--- config.mk ---
export PLATFORM = sky130hd
export DESIGN_NAME = uaz8_data_bus_arbiter_flat
export DESIGN_NICKNAME = d
export VERILOG_FILES = /design/src/rtl/uaz8_data_bus_arbiter_if.sv /design/src/rtl/uaz8_data_bus_arbiter.sv /design/src/flat_wrapper.sv
export SDC_FILE = /design/constraint.sdc
export NUM_CORES = 1
export LEC_CHECK = 0
export ABC_AREA = 1
export CELL_PAD_IN_SITES_DETAIL_PLACEMENT = 1
export CELL_PAD_IN_SITES_GLOBAL_PLACEMENT = 1
export CORE_UTILIZATION = 26
export DETAILED_ROUTE_END_ITERATION = 10
export PLACE_DENSITY_LB_ADDON = 0.1
export SKIP_CTS_REPAIR_TIMING = 1
export SLEW_MARGIN = 20
export SYNTH_ARGS = -nofsm -noshare
export SYNTH_HDL_FRONTEND = slang
export SYNTH_SLANG_ARGS = --single-unit
--- constraint.sdc ---
create_clock -name Clk -period 1.3 [get_ports Clk]
set_input_delay 0.13 -clock Clk [delete_from_list [all_inputs] [get_ports Clk]]
set_output_delay 0.13 -clock Clk [all_outputs]
set_load 0.005 [all_outputs]
--- src/rtl/uaz8_data_bus_arbiter_if.sv ---
// rtl/uaz8_data_bus_arbiter_if.sv - MicroUAZ8 data bus arbiter interface
//
// Purpose: bundles the two requester ports, the shared external bus and the
// arbiter responses into one interface.
// Signals:
//   i_Req0/1, i_We0/1, i_Addr0/1, i_Wdata0/1 : requester side (1 = write)
//   o_Gnt0/1, o_Done0/1, o_Rdata              : arbiter responses
//   i_Dato_Bus                                : data returned from the bus
//   o_Addres_Data_Bus, o_DataOut_Bus, RW      : bus drive (RW 1 = read)
// Modports:
//   slave  - the arbiter itself
//   master - requesters and bus model driving the arbiter

interface uaz8_data_bus_arbiter_if;
  logic       i_Req0;
  logic       i_Req1;
  logic       i_We0;
  logic       i_We1;
  logic [7:0] i_Addr0;
  logic [7:0] i_Addr1;
  logic [7:0] i_Wdata0;
  logic [7:0] i_Wdata1;
  logic       o_Gnt0;
  logic       o_Gnt1;
  logic       o_Done0;
  logic       o_Done1;
  logic [7:0] o_Rdata;
  logic [7:0] i_Dato_Bus;
  logic [7:0] o_Addres_Data_Bus;
  logic [7:0] o_DataOut_Bus;
  logic       RW;

  modport slave (
    input  i_Req0, i_Req1, i_We0, i_We1, i_Addr0, i_Addr1,
    input  i_Wdata0, i_Wdata1, i_Dato_Bus,
    output o_Gnt0, o_Gnt1, o_Done0, o_Done1, o_Rdata,
    output o_Addres_Data_Bus, o_DataOut_Bus, RW
  );

  modport master (
    output i_Req0, i_Req1, i_We0, i_We1, i_Addr0, i_Addr1,
    output i_Wdata0, i_Wdata1, i_Dato_Bus,
    input  o_Gnt0, o_Gnt1, o_Done0, o_Done1, o_Rdata,
    input  o_Addres_Data_Bus, o_DataOut_Bus, RW
  );
endinterface

--- src/rtl/uaz8_data_bus_arbiter.sv ---
// rtl/uaz8_data_bus_arbiter.sv - two-requester arbiter and access sequencer for the MicroUAZ8 data bus
//
// Purpose: grants the external data bus to one of two requesters, drives the
// latched address/data/direction for WAIT_STATES+1 ACCESS cycles, captures
// read data on the last ACCESS cycle and pulses the winner's done for one cycle.
// Ports:
//   Clk  - system clock, rising edge
//   Rst  - synchronous active-high reset
//   bus  - uaz8_data_bus_arbiter_if.slave (requesters, responses, bus drive)
// Parameters:
//   WAIT_STATES - extra ACCESS cycles per transfer, 0..15
// Configuration:
//   UAZ8_ARB_ROUND_ROBIN_EN - defined: ties go to the requester that was not
//   granted last; undefined: requester 0 always wins ties.

module uaz8_data_bus_arbiter #(
  parameter int WAIT_STATES = 1
) (
  input logic                      Clk,
  input logic                      Rst,
  uaz8_data_bus_arbiter_if.slave   bus
);

  typedef enum logic [1:0] {
    S_IDLE,
    S_ACCESS,
    S_DONE
  } state_t;

  localparam logic [3:0] LAST_CNT = 4'(WAIT_STATES);

  state_t     state_q, state_d;
  logic [3:0] cnt_q, cnt_d;
  logic       last_grant_q, last_grant_d;
  logic       win_q, win_d;
  logic       gnt0_q, gnt0_d;
  logic       gnt1_q, gnt1_d;
  logic       done0_q, done0_d;
  logic       done1_q, done1_d;
  logic [7:0] rdata_q, rdata_d;
  logic [7:0] addr_q, addr_d;
  logic [7:0] dout_q, dout_d;
  logic       rw_q, rw_d;
  logic       pick;

  // Winner of an arbitration in IDLE: 0 = requester 0, 1 = requester 1.
  always_comb begin
`ifdef UAZ8_ARB_ROUND_ROBIN_EN
    pick = (bus.i_Req0 && bus.i_Req1) ? ~last_grant_q : bus.i_Req1;
`else
    pick = ~bus.i_Req0;
`endif
  end

  always_comb begin
    state_d      = state_q;
    cnt_d        = cnt_q;
    last_grant_d = last_grant_q;
    win_d        = win_q;
    gnt0_d       = 1'b0;
    gnt1_d       = 1'b0;
    done0_d      = 1'b0;
    done1_d      = 1'b0;
    rdata_d      = rdata_q;
    addr_d       = addr_q;
    dout_d       = dout_q;
    rw_d         = 1'b1;

    case (state_q)
      S_IDLE: begin
        if (bus.i_Req0 || bus.i_Req1) begin
          win_d        = pick;
          last_grant_d = pick;
          addr_d       = pick ? bus.i_Addr1  : bus.i_Addr0;
          dout_d       = pick ? bus.i_Wdata1 : bus.i_Wdata0;
          rw_d         = pick ? ~bus.i_We1   : ~bus.i_We0;
          gnt0_d       = ~pick;
          gnt1_d       = pick;
          cnt_d        = 4'd0;
          state_d      = S_ACCESS;
        end
      end

      S_ACCESS: begin
        // Bus drive and grant stay frozen; requester inputs are ignored here.
        gnt0_d = gnt0_q;
        gnt1_d = gnt1_q;
        rw_d   = rw_q;
        cnt_d  = cnt_q + 4'd1;
        if (cnt_q == LAST_CNT) begin
          gnt0_d  = 1'b0;
          gnt1_d  = 1'b0;
          rw_d    = 1'b1;
          done0_d = ~win_q;
          done1_d = win_q;
          // rw_q still holds the direction of the transfer being finished.
          if (rw_q) begin
            rdata_d = bus.i_Dato_Bus;
          end
          state_d = S_DONE;
        end
      end

      S_DONE: begin
        state_d = S_IDLE;
      end

      default: begin
        state_d = S_IDLE;
      end
    endcase
  end

  always_ff @(posedge Clk) begin
    if (Rst) begin
      state_q      <= S_IDLE;
      cnt_q        <= 4'd0;
      last_grant_q <= 1'b1;
      win_q        <= 1'b0;
      gnt0_q       <= 1'b0;
      gnt1_q       <= 1'b0;
      done0_q      <= 1'b0;
      done1_q      <= 1'b0;
      rdata_q      <= 8'h00;
      addr_q       <= 8'h00;
      dout_q       <= 8'h00;
      rw_q         <= 1'b1;
    end else begin
      state_q      <= state_d;
      cnt_q        <= cnt_d;
      last_grant_q <= last_grant_d;
      win_q        <= win_d;
      gnt0_q       <= gnt0_d;
      gnt1_q       <= gnt1_d;
      done0_q      <= done0_d;
      done1_q      <= done1_d;
      rdata_q      <= rdata_d;
      addr_q       <= addr_d;
      dout_q       <= dout_d;
      rw_q         <= rw_d;
    end
  end

  assign bus.o_Gnt0            = gnt0_q;
  assign bus.o_Gnt1            = gnt1_q;
  assign bus.o_Done0           = done0_q;
  assign bus.o_Done1           = done1_q;
  assign bus.o_Rdata           = rdata_q;
  assign bus.o_Addres_Data_Bus = addr_q;
  assign bus.o_DataOut_Bus     = dout_q;
  assign bus.RW                = rw_q;

endmodule

--- src/flat_wrapper.sv ---
// flat-port wrapper written by rule: the top's interface ports become plain ports
module uaz8_data_bus_arbiter_flat 
#(
  parameter int WAIT_STATES = 1
)
  (Clk, Rst, bus_i_Req0, bus_i_Req1, bus_i_We0, bus_i_We1, bus_i_Addr0, bus_i_Addr1, bus_i_Wdata0, bus_i_Wdata1, bus_i_Dato_Bus, bus_o_Gnt0, bus_o_Gnt1, bus_o_Done0, bus_o_Done1, bus_o_Rdata, bus_o_Addres_Data_Bus, bus_o_DataOut_Bus, bus_RW);
  uaz8_data_bus_arbiter_if bus_i ();
  input logic Clk;
  input logic Rst;
  input wire logic [$bits(bus_i.i_Req0)-1:0] bus_i_Req0;
  input wire logic [$bits(bus_i.i_Req1)-1:0] bus_i_Req1;
  input wire logic [$bits(bus_i.i_We0)-1:0] bus_i_We0;
  input wire logic [$bits(bus_i.i_We1)-1:0] bus_i_We1;
  input wire logic [$bits(bus_i.i_Addr0)-1:0] bus_i_Addr0;
  input wire logic [$bits(bus_i.i_Addr1)-1:0] bus_i_Addr1;
  input wire logic [$bits(bus_i.i_Wdata0)-1:0] bus_i_Wdata0;
  input wire logic [$bits(bus_i.i_Wdata1)-1:0] bus_i_Wdata1;
  input wire logic [$bits(bus_i.i_Dato_Bus)-1:0] bus_i_Dato_Bus;
  output wire logic [$bits(bus_i.o_Gnt0)-1:0] bus_o_Gnt0;
  output wire logic [$bits(bus_i.o_Gnt1)-1:0] bus_o_Gnt1;
  output wire logic [$bits(bus_i.o_Done0)-1:0] bus_o_Done0;
  output wire logic [$bits(bus_i.o_Done1)-1:0] bus_o_Done1;
  output wire logic [$bits(bus_i.o_Rdata)-1:0] bus_o_Rdata;
  output wire logic [$bits(bus_i.o_Addres_Data_Bus)-1:0] bus_o_Addres_Data_Bus;
  output wire logic [$bits(bus_i.o_DataOut_Bus)-1:0] bus_o_DataOut_Bus;
  output wire logic [$bits(bus_i.RW)-1:0] bus_RW;
  assign bus_i.i_Req0 = bus_i_Req0;
  assign bus_i.i_Req1 = bus_i_Req1;
  assign bus_i.i_We0 = bus_i_We0;
  assign bus_i.i_We1 = bus_i_We1;
  assign bus_i.i_Addr0 = bus_i_Addr0;
  assign bus_i.i_Addr1 = bus_i_Addr1;
  assign bus_i.i_Wdata0 = bus_i_Wdata0;
  assign bus_i.i_Wdata1 = bus_i_Wdata1;
  assign bus_i.i_Dato_Bus = bus_i_Dato_Bus;
  assign bus_o_Gnt0 = bus_i.o_Gnt0;
  assign bus_o_Gnt1 = bus_i.o_Gnt1;
  assign bus_o_Done0 = bus_i.o_Done0;
  assign bus_o_Done1 = bus_i.o_Done1;
  assign bus_o_Rdata = bus_i.o_Rdata;
  assign bus_o_Addres_Data_Bus = bus_i.o_Addres_Data_Bus;
  assign bus_o_DataOut_Bus = bus_i.o_DataOut_Bus;
  assign bus_RW = bus_i.RW;
  uaz8_data_bus_arbiter #(.WAIT_STATES(WAIT_STATES)) u_core (.Clk(Clk), .Rst(Rst), .bus(bus_i));
endmodule
==> reports/summary.json <==
{
  "num_vias": 1846,
  "ctsRootBufferMaster": "clkbuf_8",
  "worst_ir_drop_vdd_mv": 0.321,
  "route.detailed.drc": 4,
  "worstHoldPathType": "reg -> reg",
  "postSynthCellCount": 260,
  "worst-path-buf-inv": 1,
  "vias_per_cell": 4.35,
  "worst_path_dominant_cell_family": "buffers and inverters",
  "initial_util": 0.274,
  "timing.critical_path.arrival_ns": 1.13,
  "dpl_worst_slack_ns": -0.175,
  "timing_worst_slew_pin_value_ns": 0.319,
  "yosys.area_share.xor_xnor": 0,
  "finClkSkew_ns": 0.00550,
  "cellPowerDensity_nw_per_um2": 1050,
  "coreArea_sq_um": 6420,
  "die-area_sq_um": 7090,
  "failed_checks": "DRC",
  "ant_nets": 0,
  "critical_path.max_fanout": 2,
  "die_width_um": 84.2,
  "nature_of_the_critical_path_endpoint": "primary output",
  "post_route_cells_drive_above_1_share": 0.118,
  "h_tree_lvl_count": 2,
  "port_buffers": 74,
  "clock-sinks": 36,
  "post_synth.cell_area_avg_sq_um": 6.76,
  "placement_rows": 29,
  "global_route_wire_length_before_repair_um": 8420,
  "layout_common_cells": "nand2_1, clkdlybuf4s50_1, nor2_1, inv_1, dfxtp_1",
  "tritoncts.num_buffers": 5,
  "most_frequent_standard_cell_in_the_layout_excluding_fill_and_tap_cells": "nand2_1",
  "nNetsFinal": 394,
  "clock_tree_from_tritoncts": "done",
  "grt_pass1_vias": 1802,
  "wl_per_cell_um": 12.0,
  "clock_latency_ns": 0.29,
  "synth_sequential_area_ratio": 0.410,
  "grt_antenna_before_repair": 0,
  "slew_violations": 0,
  "drt_iter0_drc": 40,
  "synth_warnings": 0,
  "main_combinational_cell_family_by_area_after_synthesis": "simple AND/OR/NAND/NOR gates",
  "crit_path_cell_trace": "clkdlybuf4s50_1",
  "synth_cell_type_count": 23,
  "synth.mux.area_fraction": 0,
  "synth_compound_area_frac": 0.0847,
  "totalWireLength_um": 5100,
  "finalSetupViolCount": 0,
  "result_of_the_run": "finished, violations left",
  "grt-ovfl-total": 0,
  "unrepaired_setup_endpoints_after_global_routing": "false",
  "maxSlewHeadroom": 0.787,
  "num-fill-cells": 823,
  "setup_slack_ns": 0.0370,
  "start_kind": "flip-flop",
  "clock.fmax_ghz": 0.792,
  "ys_ff_latch": 36,
  "place.gp.congestion": 0.680,
  "mappedNetlistArea_sq_um": 1760,
  "clkSlewWorstSetupHoldPaths_ns": 0.08,
  "final.setup.tns_ns": 0,
  "start_to_end_type_of_the_worst_setup_path": "reg -> out",
  "power.static_leakage_nw": 1.35,
  "grt_max_degree": 29,
  "io_pins": 75,
  "layout_worst_path_cycle_share": 0.972,
  "yosys.area_share.simple": 0.362,
  "die_height_um": 84.2,
  "final_period_minus_worst_setup_slack_ns": 1.26,
  "critPathMaxStageDelay_ns": 0.51,
  "mappedNetlistNets": 308,
  "critPathRequiredTime_ns": 1.17,
  "cap_viol_max_count": 0,
  "post-dp-hpwl_um": 3720,
  "antenna_cells_inserted": 0,
  "yosys.area_share.adder": 0.0142,
  "finalHoldViolCount": 0,
  "cts.path.max_buffers": 2,
  "globalRouteTotalUtil": 0.150,
  "crit_path_top_delay_cell": "clkdlybuf4s50_1",
  "drt-pass1-iter-count": 7,
  "synthToLayoutAreaGrowth_pct": 57.3
}
kinds of logic after synthesis:
| family | after synthesis |
|---|---|
| adder cells (fa/ha/maj) | 2 |
| AO/OA/AOI/OAI | 29 |
| buffers and inverters | 48 |
| flip-flops | 36 |
| AND/OR/NAND/NOR | 145 |
state kept, by name, summed over array words and instances, names as in the netlist:
name and count:
u_core.bus.o_DataOut_Bus 8, u_core.bus.RW 1, u_core.bus.o_Addres_Data_Bus 8, u_core.bus.o_Done0 1, u_core.state_q 2, u_core.bus.o_Gnt0 1
u_core.bus.o_Done1 1, u_core.bus.o_Gnt1 1, u_core.bus.o_Rdata 8, u_core.win_q 1, u_core.cnt_q 4
stage by stage:
| step | hold WS [ns] | total power [mW] | utilization | instance area [sq um] | cells |
|---|---|---|---|---|---|
| final | 0.447 | 2.91 | 0.431 | 2770 | 424 |
| after global routing | 0.486 | 3.09 | 0.431 | 2770 | 424 |
| after detailed placement | 0.436 | 2.11 | 0.412 | 2650 | 416 |
| after global placement | 0.431 | 2.09 | 0.412 | 2650 | 416 |
| after floorplan | 0.199 | 1.66 | - | 1760 | 260 |
| after CTS | 0.452 | 2.96 | 0.427 | 2740 | 424 |
cells in the mapped netlist (all sizes together):
| cell | n | area, sq um |
|---|---|---|
| a21oi | 8 | 40.0 |
| buf | 8 | 73.8 |
| clkbuf | 2 | 10.0 |
| dfxtp | 36 | 721 |
| ha | 2 | 25.0 |
| inv | 38 | 143 |
| nand2 | 78 | 295 |
| nand3 | 7 | 40.0 |
| nand4 | 10 | 77.6 |
| nor2 | 49 | 218 |
| o21ai | 21 | 109 |
| or2 | 1 | 6.26 |
metal layers:
layer	global-route usage	vias to the layer above	share of wire
li1	-	964	-
met1	0.171	824	0.44
met4	0.0580	0	0.015
met2	0.267	52	0.48
met3	0.0423	6	0.063
met5	0	-	0
where the power goes:
part / switching (mW) / internal [mW]
combinational: 0.370 / 0.438
clock: 0.419 / 0.423
sequential: 0.0528 / 1.21
final cells by class:
cell class | instances | area, sq um | area share
tap | 77 | 96.3 | 0.0348
inverter | 38 | 143 | 0.0516
multi-input combinational | 176 | 811 | 0.293
clock inverter | 2 | 10.0 | 0.00362
clock buffer | 6 | 82.6 | 0.0299
timing repair buffer | 89 | 896 | 0.324
sequential | 36 | 727 | 0.263
worst paths after layout:
check,start,endpoint,slack [ns],cells after the start
max,u_core.bus.o_DataOut_Bus[6],bus_o_DataOut_Bus[6],0.04,1
min,u_core.win_q,u_core.bus.o_Done0,0.45,1
max reg2reg,u_core.cnt_q[1],u_core.bus.o_Rdata[7],0.13,8
min reg2reg,u_core.win_q,u_core.bus.o_Done0,0.45,1
Note: power is estimated with default switching activity, not from simulation.
